`config.mk`:
```
export PLATFORM = sky130hd
export DESIGN_NAME = mem_arbiter_flat
export DESIGN_NICKNAME = d
export VERILOG_FILES = /design/src/rtl/mem_arbiter_if.sv /design/src/rtl/mem_arbiter.sv /design/src/flat_wrapper.sv
export SDC_FILE = /design/constraint.sdc
export NUM_CORES = 1
export LEC_CHECK = 0
export BUFFER_PORTS_ARGS = -buffer_cell sky130_fd_sc_hd__buf_2
export CAP_MARGIN = 0
export CELL_PAD_IN_SITES_DETAIL_PLACEMENT = 0
export CELL_PAD_IN_SITES_GLOBAL_PLACEMENT = 1
export CORE_AREA = 2 2 136 138
export CTS_CLUSTER_DIAMETER = 60
export CTS_CLUSTER_SIZE = 25
export DETAILED_ROUTE_END_ITERATION = 10
export DIE_AREA = 0 0 138 140
export PLACE_DENSITY_LB_ADDON = 0.1
export SYNTH_ARGS = -nofsm -noshare
export SYNTH_HDL_FRONTEND = slang
export SYNTH_SLANG_ARGS = --single-unit
```
`constraint.sdc`:
```
create_clock -name clk_in -period 2.7 [get_ports clk_in]
set_input_delay 0.135 -clock clk_in [delete_from_list [all_inputs] [get_ports clk_in]]
set_output_delay 0.135 -clock clk_in [all_outputs]
set_load 0.05 [all_outputs]
```
`src/rtl/mem_arbiter_if.sv`:
```
// ---------------------------------------------------------------------------
// mem_arbiter_if
//
// Purpose: bundles the three request/response groups that meet at the shared
// byte-wide RAM port.
//   fetch_* : 4-byte instruction read requests and responses
//   lsb_*   : byte/half/word load and store requests and responses
//   ram_*   : single 8-bit synchronous RAM port (read data lags address by 1)
//
// Modports:
//   slave  : the arbiter (accepts requests, drives the RAM port)
//   master : the requesters plus RAM model (drive requests, provide ram_out)
// ---------------------------------------------------------------------------
interface mem_arbiter_if;
  // instruction fetch channel
  logic        fetch_req_valid;
  logic [31:0] fetch_pc;
  logic        fetch_req_ready;
  logic        fetch_resp_valid;
  logic [31:0] fetch_resp_inst;
  logic [31:0] fetch_resp_pc;

  // load/store buffer channel
  logic        lsb_req_valid;
  logic        lsb_we;
  logic [1:0]  lsb_size;
  logic [31:0] lsb_addr;
  logic [31:0] lsb_wdata;
  logic        lsb_req_ready;
  logic        lsb_resp_valid;
  logic [31:0] lsb_resp_data;

  // byte-wide RAM port
  logic        ram_rw;
  logic [31:0] ram_addr;
  logic [7:0]  ram_in;
  logic [7:0]  ram_out;

  modport slave (
    input  fetch_req_valid, fetch_pc,
    output fetch_req_ready, fetch_resp_valid, fetch_resp_inst, fetch_resp_pc,
    input  lsb_req_valid, lsb_we, lsb_size, lsb_addr, lsb_wdata,
    output lsb_req_ready, lsb_resp_valid, lsb_resp_data,
    output ram_rw, ram_addr, ram_in,
    input  ram_out
  );

  modport master (
    output fetch_req_valid, fetch_pc,
    input  fetch_req_ready, fetch_resp_valid, fetch_resp_inst, fetch_resp_pc,
    output lsb_req_valid, lsb_we, lsb_size, lsb_addr, lsb_wdata,
    input  lsb_req_ready, lsb_resp_valid, lsb_resp_data,
    input  ram_rw, ram_addr, ram_in,
    output ram_out
  );
endinterface

```
`src/rtl/mem_arbiter.sv`:
```
// ---------------------------------------------------------------------------
// mem_arbiter
//
// Purpose: shares one 8-bit RAM port between the instruction fetcher and the
// load/store buffer. One request (byte, half or word) is accepted at a time
// and expanded into little-endian per-byte RAM cycles. Read bytes are
// assembled into a 32-bit word; stores return an acknowledge pulse.
// Reads are abandoned on flush; stores always run to completion.
//
// Sequence for an N-byte request accepted at cycle T:
//   ACCESS T+1..T+N, DRAIN T+N+1 (last read byte lands), RESP T+N+2.
//
// Ports:
//   clk_in   : clock
//   rst_in   : asynchronous active-low reset
//   rdy_in   : global ready; low freezes all state and blocks RAM writes
//   flush_in : pipeline flush (aborts reads, blocks new acceptance)
//   bus      : mem_arbiter_if.slave (fetch, LSB and RAM signal groups)
//
// Parameters:
//   STARVE_LIMIT : consecutive LSB grants tolerated while fetch waits
//
// Build option:
//   MEM_ARB_FAIRNESS_EN : when defined, fetch is guaranteed a grant after
//   STARVE_LIMIT back-to-back LSB grants made while it was waiting. When
//   undefined, the LSB has strict priority.
// ---------------------------------------------------------------------------
module mem_arbiter #(
  parameter int STARVE_LIMIT = 4
) (
  input  logic         clk_in,
  input  logic         rst_in,
  input  logic         rdy_in,
  input  logic         flush_in,
  mem_arbiter_if.slave bus
);

  typedef enum logic [1:0] {
    IDLE   = 2'd0,
    ACCESS = 2'd1,
    DRAIN  = 2'd2,
    RESP   = 2'd3
  } state_t;

  // The starvation counter is 3 bits wide; a limit outside 1..7 could never
  // be reached.
  if (STARVE_LIMIT < 1 || STARVE_LIMIT > 7) begin : g_limit_check
    $error("mem_arbiter: STARVE_LIMIT must lie in 1..7");
  end

  // Index of the last byte of a request: byte -> 0, half -> 1, word -> 3.
  // Size code 3 is treated as a word.
  function automatic logic [1:0] size_to_last(input logic [1:0] size);
    case (size)
      2'd0:    return 2'd0;
      2'd1:    return 2'd1;
      default: return 2'd3;
    endcase
  endfunction

  state_t      state_q, state_d;
  logic [1:0]  idx_q, idx_d;        // byte currently addressed
  logic [1:0]  last_q, last_d;      // N-1
  logic        own_lsb_q, own_lsb_d; // 1 = LSB owns the port, 0 = fetch
  logic        we_q, we_d;
  logic [31:0] addr_q, addr_d;
  logic [31:0] wdata_q, wdata_d;
  logic [31:0] rdata_q, rdata_d;

`ifdef MEM_ARB_FAIRNESS_EN
  localparam logic [2:0] STARVE_MAX = 3'(STARVE_LIMIT);
  logic [2:0]  starve_q, starve_d;
`endif

  logic        fetch_turn;
  logic        lsb_win;
  logic        fetch_win;
  logic        accept_ok;
  logic        read_abort;
  logic [31:0] cur_addr;
  logic [1:0]  prev_idx;

  assign cur_addr   = addr_q + 32'(idx_q);
  assign prev_idx   = idx_q - 2'd1;
  // Requests are only taken while running, unflushed and out of reset.
  assign accept_ok  = rdy_in && !flush_in && rst_in;
  // A flush only ever kills reads; a committed store must finish.
  assign read_abort = flush_in && !we_q;

  // -------------------------------------------------------------------------
  // Arbitration
  // -------------------------------------------------------------------------
  always_comb begin
    fetch_turn = 1'b0;
`ifdef MEM_ARB_FAIRNESS_EN
    fetch_turn = (starve_q == STARVE_MAX) && bus.fetch_req_valid
                 && bus.lsb_req_valid;
`endif
    lsb_win   = bus.lsb_req_valid && !fetch_turn;
    fetch_win = bus.fetch_req_valid && !lsb_win;
  end

  // -------------------------------------------------------------------------
  // Next-state and outputs
  // -------------------------------------------------------------------------
  always_comb begin
    state_d   = state_q;
    idx_d     = idx_q;
    last_d    = last_q;
    own_lsb_d = own_lsb_q;
    we_d      = we_q;
    addr_d    = addr_q;
    wdata_d   = wdata_q;
    rdata_d   = rdata_q;
`ifdef MEM_ARB_FAIRNESS_EN
    starve_d  = starve_q;
`endif

    bus.fetch_req_ready  = 1'b0;
    bus.lsb_req_ready    = 1'b0;
    bus.fetch_resp_valid = 1'b0;
    bus.lsb_resp_valid   = 1'b0;
    bus.ram_rw           = 1'b1;
    bus.ram_addr         = 32'h0;
    bus.ram_in           = 8'h0;

    case (state_q)
      IDLE: begin
        if (accept_ok && (lsb_win || fetch_win)) begin
          bus.lsb_req_ready   = lsb_win;
          bus.fetch_req_ready = fetch_win;
          own_lsb_d = lsb_win;
          we_d      = lsb_win && bus.lsb_we;
          addr_d    = lsb_win ? bus.lsb_addr : bus.fetch_pc;
          last_d    = lsb_win ? size_to_last(bus.lsb_size) : 2'd3;
          wdata_d   = lsb_win ? bus.lsb_wdata : 32'h0;
          // Unused upper bytes of short loads must read back as zero.
          rdata_d   = 32'h0;
          idx_d     = 2'd0;
          state_d   = ACCESS;
`ifdef MEM_ARB_FAIRNESS_EN
          if (fetch_win) begin
            starve_d = 3'd0;
          end else if (bus.fetch_req_valid) begin
            starve_d = starve_q + 3'd1;
          end
`endif
        end
      end

      ACCESS: begin
        bus.ram_addr = cur_addr;
        if (we_q) begin
          // A stalled write cycle is held off by forcing a read.
          bus.ram_rw = !rdy_in;
          bus.ram_in = wdata_q[{idx_q, 3'b000} +: 8];
        end
        if (rdy_in) begin
          if (read_abort) begin
            state_d = IDLE;
          end else begin
            // ram_out carries the byte addressed in the previous cycle.
            if (!we_q && idx_q != 2'd0) begin
              rdata_d[{prev_idx, 3'b000} +: 8] = bus.ram_out;
            end
            if (idx_q == last_q) begin
              state_d = DRAIN;
            end else begin
              idx_d = idx_q + 2'd1;
            end
          end
        end
      end

      DRAIN: begin
        if (rdy_in) begin
          if (read_abort) begin
            state_d = IDLE;
          end else begin
            if (!we_q) begin
              rdata_d[{last_q, 3'b000} +: 8] = bus.ram_out;
            end
            state_d = RESP;
          end
        end
      end

      RESP: begin
        if (rdy_in) begin
          if (!read_abort) begin
            bus.lsb_resp_valid   = own_lsb_q;
            bus.fetch_resp_valid = !own_lsb_q;
          end
          state_d = IDLE;
        end
      end

      default: begin
        state_d = IDLE;
      end
    endcase
  end

  // Response data is held in the latches between transactions.
  assign bus.fetch_resp_inst = rdata_q;
  assign bus.fetch_resp_pc   = addr_q;
  assign bus.lsb_resp_data   = we_q ? 32'h0 : rdata_q;

  // -------------------------------------------------------------------------
  // State registers
  // -------------------------------------------------------------------------
  always_ff @(posedge clk_in or negedge rst_in) begin
    if (!rst_in) begin
      state_q   <= IDLE;
      idx_q     <= 2'd0;
      last_q    <= 2'd0;
      own_lsb_q <= 1'b0;
      we_q      <= 1'b0;
      addr_q    <= 32'h0;
      wdata_q   <= 32'h0;
      rdata_q   <= 32'h0;
`ifdef MEM_ARB_FAIRNESS_EN
      starve_q  <= 3'd0;
`endif
    end else begin
      state_q   <= state_d;
      idx_q     <= idx_d;
      last_q    <= last_d;
      own_lsb_q <= own_lsb_d;
      we_q      <= we_d;
      addr_q    <= addr_d;
      wdata_q   <= wdata_d;
      rdata_q   <= rdata_d;
`ifdef MEM_ARB_FAIRNESS_EN
      starve_q  <= starve_d;
`endif
    end
  end

endmodule

```
`src/flat_wrapper.sv`:
```
// flat-port wrapper written by rule: the top's interface ports become plain ports
module mem_arbiter_flat 
#(
  parameter int STARVE_LIMIT = 4
)
  (clk_in, rst_in, rdy_in, flush_in, bus_fetch_req_valid, bus_fetch_pc, bus_fetch_req_ready, bus_fetch_resp_valid, bus_fetch_resp_inst, bus_fetch_resp_pc, bus_lsb_req_valid, bus_lsb_we, bus_lsb_size, bus_lsb_addr, bus_lsb_wdata, bus_lsb_req_ready, bus_lsb_resp_valid, bus_lsb_resp_data, bus_ram_rw, bus_ram_addr, bus_ram_in, bus_ram_out);
  mem_arbiter_if bus_i ();
  input  logic clk_in;
  input  logic rst_in;
  input  logic rdy_in;
  input  logic flush_in;
  input wire logic [$bits(bus_i.fetch_req_valid)-1:0] bus_fetch_req_valid;
  input wire logic [$bits(bus_i.fetch_pc)-1:0] bus_fetch_pc;
  output wire logic [$bits(bus_i.fetch_req_ready)-1:0] bus_fetch_req_ready;
  output wire logic [$bits(bus_i.fetch_resp_valid)-1:0] bus_fetch_resp_valid;
  output wire logic [$bits(bus_i.fetch_resp_inst)-1:0] bus_fetch_resp_inst;
  output wire logic [$bits(bus_i.fetch_resp_pc)-1:0] bus_fetch_resp_pc;
  input wire logic [$bits(bus_i.lsb_req_valid)-1:0] bus_lsb_req_valid;
  input wire logic [$bits(bus_i.lsb_we)-1:0] bus_lsb_we;
  input wire logic [$bits(bus_i.lsb_size)-1:0] bus_lsb_size;
  input wire logic [$bits(bus_i.lsb_addr)-1:0] bus_lsb_addr;
  input wire logic [$bits(bus_i.lsb_wdata)-1:0] bus_lsb_wdata;
  output wire logic [$bits(bus_i.lsb_req_ready)-1:0] bus_lsb_req_ready;
  output wire logic [$bits(bus_i.lsb_resp_valid)-1:0] bus_lsb_resp_valid;
  output wire logic [$bits(bus_i.lsb_resp_data)-1:0] bus_lsb_resp_data;
  output wire logic [$bits(bus_i.ram_rw)-1:0] bus_ram_rw;
  output wire logic [$bits(bus_i.ram_addr)-1:0] bus_ram_addr;
  output wire logic [$bits(bus_i.ram_in)-1:0] bus_ram_in;
  input wire logic [$bits(bus_i.ram_out)-1:0] bus_ram_out;
  assign bus_i.fetch_req_valid = bus_fetch_req_valid;
  assign bus_i.fetch_pc = bus_fetch_pc;
  assign bus_fetch_req_ready = bus_i.fetch_req_ready;
  assign bus_fetch_resp_valid = bus_i.fetch_resp_valid;
  assign bus_fetch_resp_inst = bus_i.fetch_resp_inst;
  assign bus_fetch_resp_pc = bus_i.fetch_resp_pc;
  assign bus_i.lsb_req_valid = bus_lsb_req_valid;
  assign bus_i.lsb_we = bus_lsb_we;
  assign bus_i.lsb_size = bus_lsb_size;
  assign bus_i.lsb_addr = bus_lsb_addr;
  assign bus_i.lsb_wdata = bus_lsb_wdata;
  assign bus_lsb_req_ready = bus_i.lsb_req_ready;
  assign bus_lsb_resp_valid = bus_i.lsb_resp_valid;
  assign bus_lsb_resp_data = bus_i.lsb_resp_data;
  assign bus_ram_rw = bus_i.ram_rw;
  assign bus_ram_addr = bus_i.ram_addr;
  assign bus_ram_in = bus_i.ram_in;
  assign bus_i.ram_out = bus_ram_out;
  mem_arbiter #(.STARVE_LIMIT(STARVE_LIMIT)) u_core (.clk_in(clk_in), .rst_in(rst_in), .rdy_in(rdy_in), .flush_in(flush_in), .bus(bus_i));
endmodule
```
=== Word-level counts from Yosys, hierarchy flattened ===
Cells that the tools add are included.

* Add/sub/neg operators: 5
* Multiply operators: 0
* Divide/modulo/power cells: 0
* Order comparisons: 0
* Equality and inequality tests: 15
* Shifts and indexed selects: 5
* Mux-type cells: 43
* Bitwise operators: 0
* Reduce and logical (&&, ||, !) cells: 22

{| class="wikitable"
|+ Operator list
! kind !! count
|-
| $mux 32 || 11
|-
| $pmux 32 s3 || 1
|-
| $bwmux 32 || 2
|-
| $shift 8x7->32 const A || 2
|-
| $shiftx 8x7->32 || 2
|-
| $add 32x2->32 || 1
|-
| $shiftx 32x6->8 || 1
|-
| $mux 2 || 12
|-
| $mux 8 || 2
|-
| $ne 2x2->1 const B || 7
|-
| $neg 5->7 || 2
|-
| $mux 1 || 12
|-
| $reduce_and 5->1 || 2
|-
| $pmux 2 s2 || 2
|-
| $pmux 2 s4 || 1
|-
| $reduce_and 8->1 || 1
|-
| $logic_and 1x1->1 || 7
|-
| $logic_not 1->1 || 5
|-
| $eq 2x1->1 const B || 2
|-
| $eq 2x2->1 const B || 2
|-
| $logic_not 2->1 || 2
|-
| $ne 2x1->1 const B || 2
|-
| $reduce_bool 2->1 || 2
|-
| $ne 3x1->1 const B || 1
|-
| other kinds (6) || 6
|}

* Register bits: 104
* Latch bits: 0
* RAM bits: 0
* ROM bits: 0
* Input port bits: 113
* Output and inout port bits: 141
* Word-level logic and storage cells: 98
* Memories kept: 0

=== Logic depth before layout (Yosys ltp) ===
* Depth after elaboration: 8
* Mapped depth: 10
* Mapped depth without buffers: 7

=== Worst setup path after synthesis ===
OpenSTA, ideal clock, no wires.

* Kind: reg2out
* From: reg u_core.addr_q[0], in the netlist u_core.bus.fetch_resp_pc[0]
* To: out bus_ram_addr[12]
* Arrival time: 2783 ps
* Required time: 2565 ps
* Path slack: -218 ps
* Stages on the path, launching flop included: 8
* Buffers on the path: 1
* Path through: dfrtp_1 -> ha_1 -> fa_1 -> and4_1 -> nand3_1 -> clkbuf_1 -> o21ai_0 -> a21oi_1

* Longest elaborated chain between the ends: 2

{| class="wikitable"
|+ RTL lines
! element !! line !! text
|-
| start: declaration || mem_arbiter.sv:66 || <nowiki>logic [31:0] addr_q, addr_d;</nowiki>
|-
| start signal: assignment || mem_arbiter.sv:231 || <nowiki>addr_q <= addr_d;</nowiki>
|-
| $add 32x2->32 || mem_arbiter.sv:83 || <nowiki>assign cur_addr = addr_q + 32'(idx_q);</nowiki>
|-
| $mux 32 || mem_arbiter.sv:127 || <nowiki>case (state_q)</nowiki>
|-
| end: declaration || flat_wrapper.sv:27 || <nowiki>output wire logic [$bits(bus_i.ram_addr)-1:0] bus_ram_addr;</nowiki>
|}

No other way between the ends.

=== Worst setup path in the final report ===
Ends and elaborated chain as after synthesis.

==> run metrics <==
vias per cell=5.08; CTS clk-pin slew, worst paths=70 ps; Placer Congestion=around 0.8; met1 Use GR=0.255; htree depth=3; vias in the first global route=5945; GR Layer Usage met3=0.0345; clk_skew=6.87 ps; leakage power=4.22 nW; synth top area cells=dfrtp_1 41%, nand2_1 8.4%, o21ai_0 6.8%, mux2i_1 5.4%, nor2b_1 4.3%; Pwr Total=9.73 mW; number of synthesized flops with an enable pin=0; fraction of power consumed by sequential logic=0.278; detailed-route via count=around 6100; Net Switching=5.24 mW; Worst Path Required=2570 ps; maximum clock insertion buffer count=2; RSZ-0062 raised after global routing=yes; synthesized area=6330 um^2; fmax=between 300 and 400 MHz; Comb pwr share=0.583; ys flop type=dfrtp_1; Setup TNS Final=0 ps; DIE WIDTH=138 um; crit path time final=roughly 2600 ps; row cnt=49; area grow syn2layout=30.2%; grt total ovfl=0; Sw Share=0.539; Die Ht=140 um; placed cells=between 1000 and 1500; Post-Syn Nets=853; initial cell density of the core=0.356; fin nets=roughly 1100; antenna-violating nets left=0; largest net degree at the start of global routing=68; Mapped Avg Cell Area=8.77 um^2; type of the most critical hold path=input pin to flop; Synth area leader=dfrtp_1; Cell Count, Final, Fillers Out=approximately 1200; WL/cell=16.4 um; Clock power frac=0.139; CTS tree=done; status=completed; root buffer cell=clkbuf_16; Netlist cell types=between 50 and 60; Worst EP arrival=2440 ps; cts bufs inserted=9; share of cells above drive strength 1=0.336; initial antenna violation count=0; hold_ws=21.6 ps; Most Used Layer, Global Route=met2; GR Layer Usage met2=0.341; pwr/cell area=1180 nW/um^2; asr flop ratio synth=1.00; global-route wire length before repair=between 30000 and 40000 um; Slew Limit Fails=0; Crit Path Category=flop to output pin; total track usage=0.200; fillers=1808; flop2flop setup slack=260 ps; Int Power=approximately 4.5 mW; Yosys Warn Count=0; Worst slew margin=0.405; first-pass iteration count of the detailed router=4; HPWL after detailed placement=14600 um; final-report hold violation count=0; die area=19300 um^2; worst skew pair latency=350 ps; drt drc=0; post-layout util=0.464; #FFs+latches synth=around 100; max_cap viols=0; clk sinks=104; Yosys top cell area share=0.411; Worst-Margin Slew=about 890 ps; Setup Viol. Count Final=0; CP Capture Type=output pin; final WL=19500 um; VDD IR max=0.789 mV; Seq/Total Area, Yosys=0.411; Port Buffer Count=253; Post-Syn Instances=around 720; crit path launch type=flop; largest fanout on the critical path=12; Inserted Diodes=0; I/O pin count=254; period utilisation layout=0.954; Core ar.=roughly 18000 um^2; DRT iter0 DRCs=241
-- metal layers --
layer	up-vias	part of all wire	routed length (um)
met2	199	0.49	9590
met4	0	0.022	432
met5	-	0	0
met1	2841	0.44	8560
li1	2984	-	-
met3	28	0.048	941
-- layout make-up --
cell class | count | area, um^2 | share of cell area
Multi-Input combinational cell | 549 | 3530 | 0.428
Sequential cell | 104 | 2600 | 0.315
Timing Repair Buffer | 277 | 1470 | 0.178
Tap cell | 229 | 287 | 0.0347
Clock buffer | 11 | 243 | 0.0294
Inverter | 17 | 63.8 | 0.00773
Clock inverter | 4 | 52.6 | 0.00637
-- power by group through the flow --
stage          registers [mW]  clock network, mW  logic, mW
2_1_floorplan            3.64                  0       3.19
3_3_place_gp             2.71                  0       5.61
3_5_place_dp             2.73                  0       5.67
4_1_cts                  2.71               1.38       5.68
5_1_grt                  2.81               1.44       6.11
6_report                 2.70               1.35       5.67
-- state kept, by name (all words and copies together), names as in the netlist --
name                        count
u_core.we_q                     1
u_core.state_q                  2
u_core.own_lsb_q                1
u_core.last_q                   2
u_core.bus.fetch_resp_pc       32
u_core.idx_q                    2
u_core.bus.fetch_resp_inst     32
u_core.wdata_q                 32
-- cell usage in the layout, fill, tap and decap left out, types with 5 or more instances in the layout --
master | netlist | layout
buf_2 | 8 | 245
nand2_1 | 142 | 141
dfrtp_1 | 104 | 104
o21ai_0 | 86 | 86
nor2b_1 | 44 | 44
mux2i_1 | 34 | 34
buf_4 | 2 | 24
nor2_1 | 32 | 23
a22o_1 | 22 | 22
xnor2_1 | 20 | 20
ha_1 | 17 | 17
inv_1 | 16 | 16
nand4_1 | 14 | 14
a21oi_1 | 15 | 14
nor3_1 | 13 | 12
and3_1 | 11 | 11
nand3_1 | 11 | 10
nor2_2 | 0 | 9
clkbuf_16 | 0 | 9
mux4_2 | 8 | 8
xor2_1 | 7 | 7
clkbuf_4 | 0 | 7
a22oi_1 | 6 | 6
and4_1 | 6 | 5
or3_1 | 5 | 5
o22ai_1 | 5 | 5
-- kinds of logic (layout without fill, tap and decap cells) --
kind of cell	Yosys count	in the layout	share of synthesized area
AO/OA/AOI/OAI	157	157	0.151
XOR/XNOR	27	27	0.0373
adder cells (fa/ha/maj)	18	18	0.0367
buffers and inverters	69	309	0.0460
flip-flops	104	104	0.411
multiplexers	42	42	0.0822
AND/OR/NAND/NOR	305	305	0.236
-- cells in the mapped netlist (13+ instances only) --
library cell,number
dfrtp_1,104
nand4_1,14
nand2_1,142
xnor2_1,20
nor3_1,13
ha_1,17
mux2i_1,34
nor2b_1,44
a21oi_1,15
inv_1,16
nor2_1,32
o21ai_0,86
clkbuf_1,37
a22o_1,22
-- critical path, cell delays in order (launching register included) --
cell	delay (ps)
dfrtp_1	370
ha_1	200
fa_1	230
and4_2	280
nand3_4	190
or3_1	420
a21oi_2	150
clkbuf_4	240
-- through the flow --
step           setup WS, ps  instance area [um^2]
3_3_place_gp            241                  7850
5_1_grt               -23.4                  8250
3_5_place_dp            191                  7850
4_1_cts                17.2                  8180
6_report                125                  8250
2_1_floorplan          10.4                  6360
-- worst paths after layout --
kind | startpoint | end | depth (start not counted)
worst min-delay path | bus_lsb_wdata[2] | u_core.wdata_q[2] | 3
max in group asynchronous | rst_in | u_core.bus.fetch_resp_pc[27] | 3
worst min register to register | u_core.wdata_q[17] | u_core.wdata_q[17] | 2
worst max-delay path | u_core.bus.fetch_resp_pc[0] | bus_ram_addr[12] | 7
worst max register to register | u_core.idx_q[0] | u_core.bus.fetch_resp_inst[6] | 7
min in group asynchronous | rst_in | u_core.bus.fetch_resp_inst[0] | 3
-- timing repair --
item                                    CTS  global route
buffers inserted                          0             3
endpoints found under the setup margin   10            10
hold endpoints to repair                 44             0
pin swaps                                 0             1
resized for setup                         4            13
hold buffers                              1             0
Power figures use the tool's default switching activity.
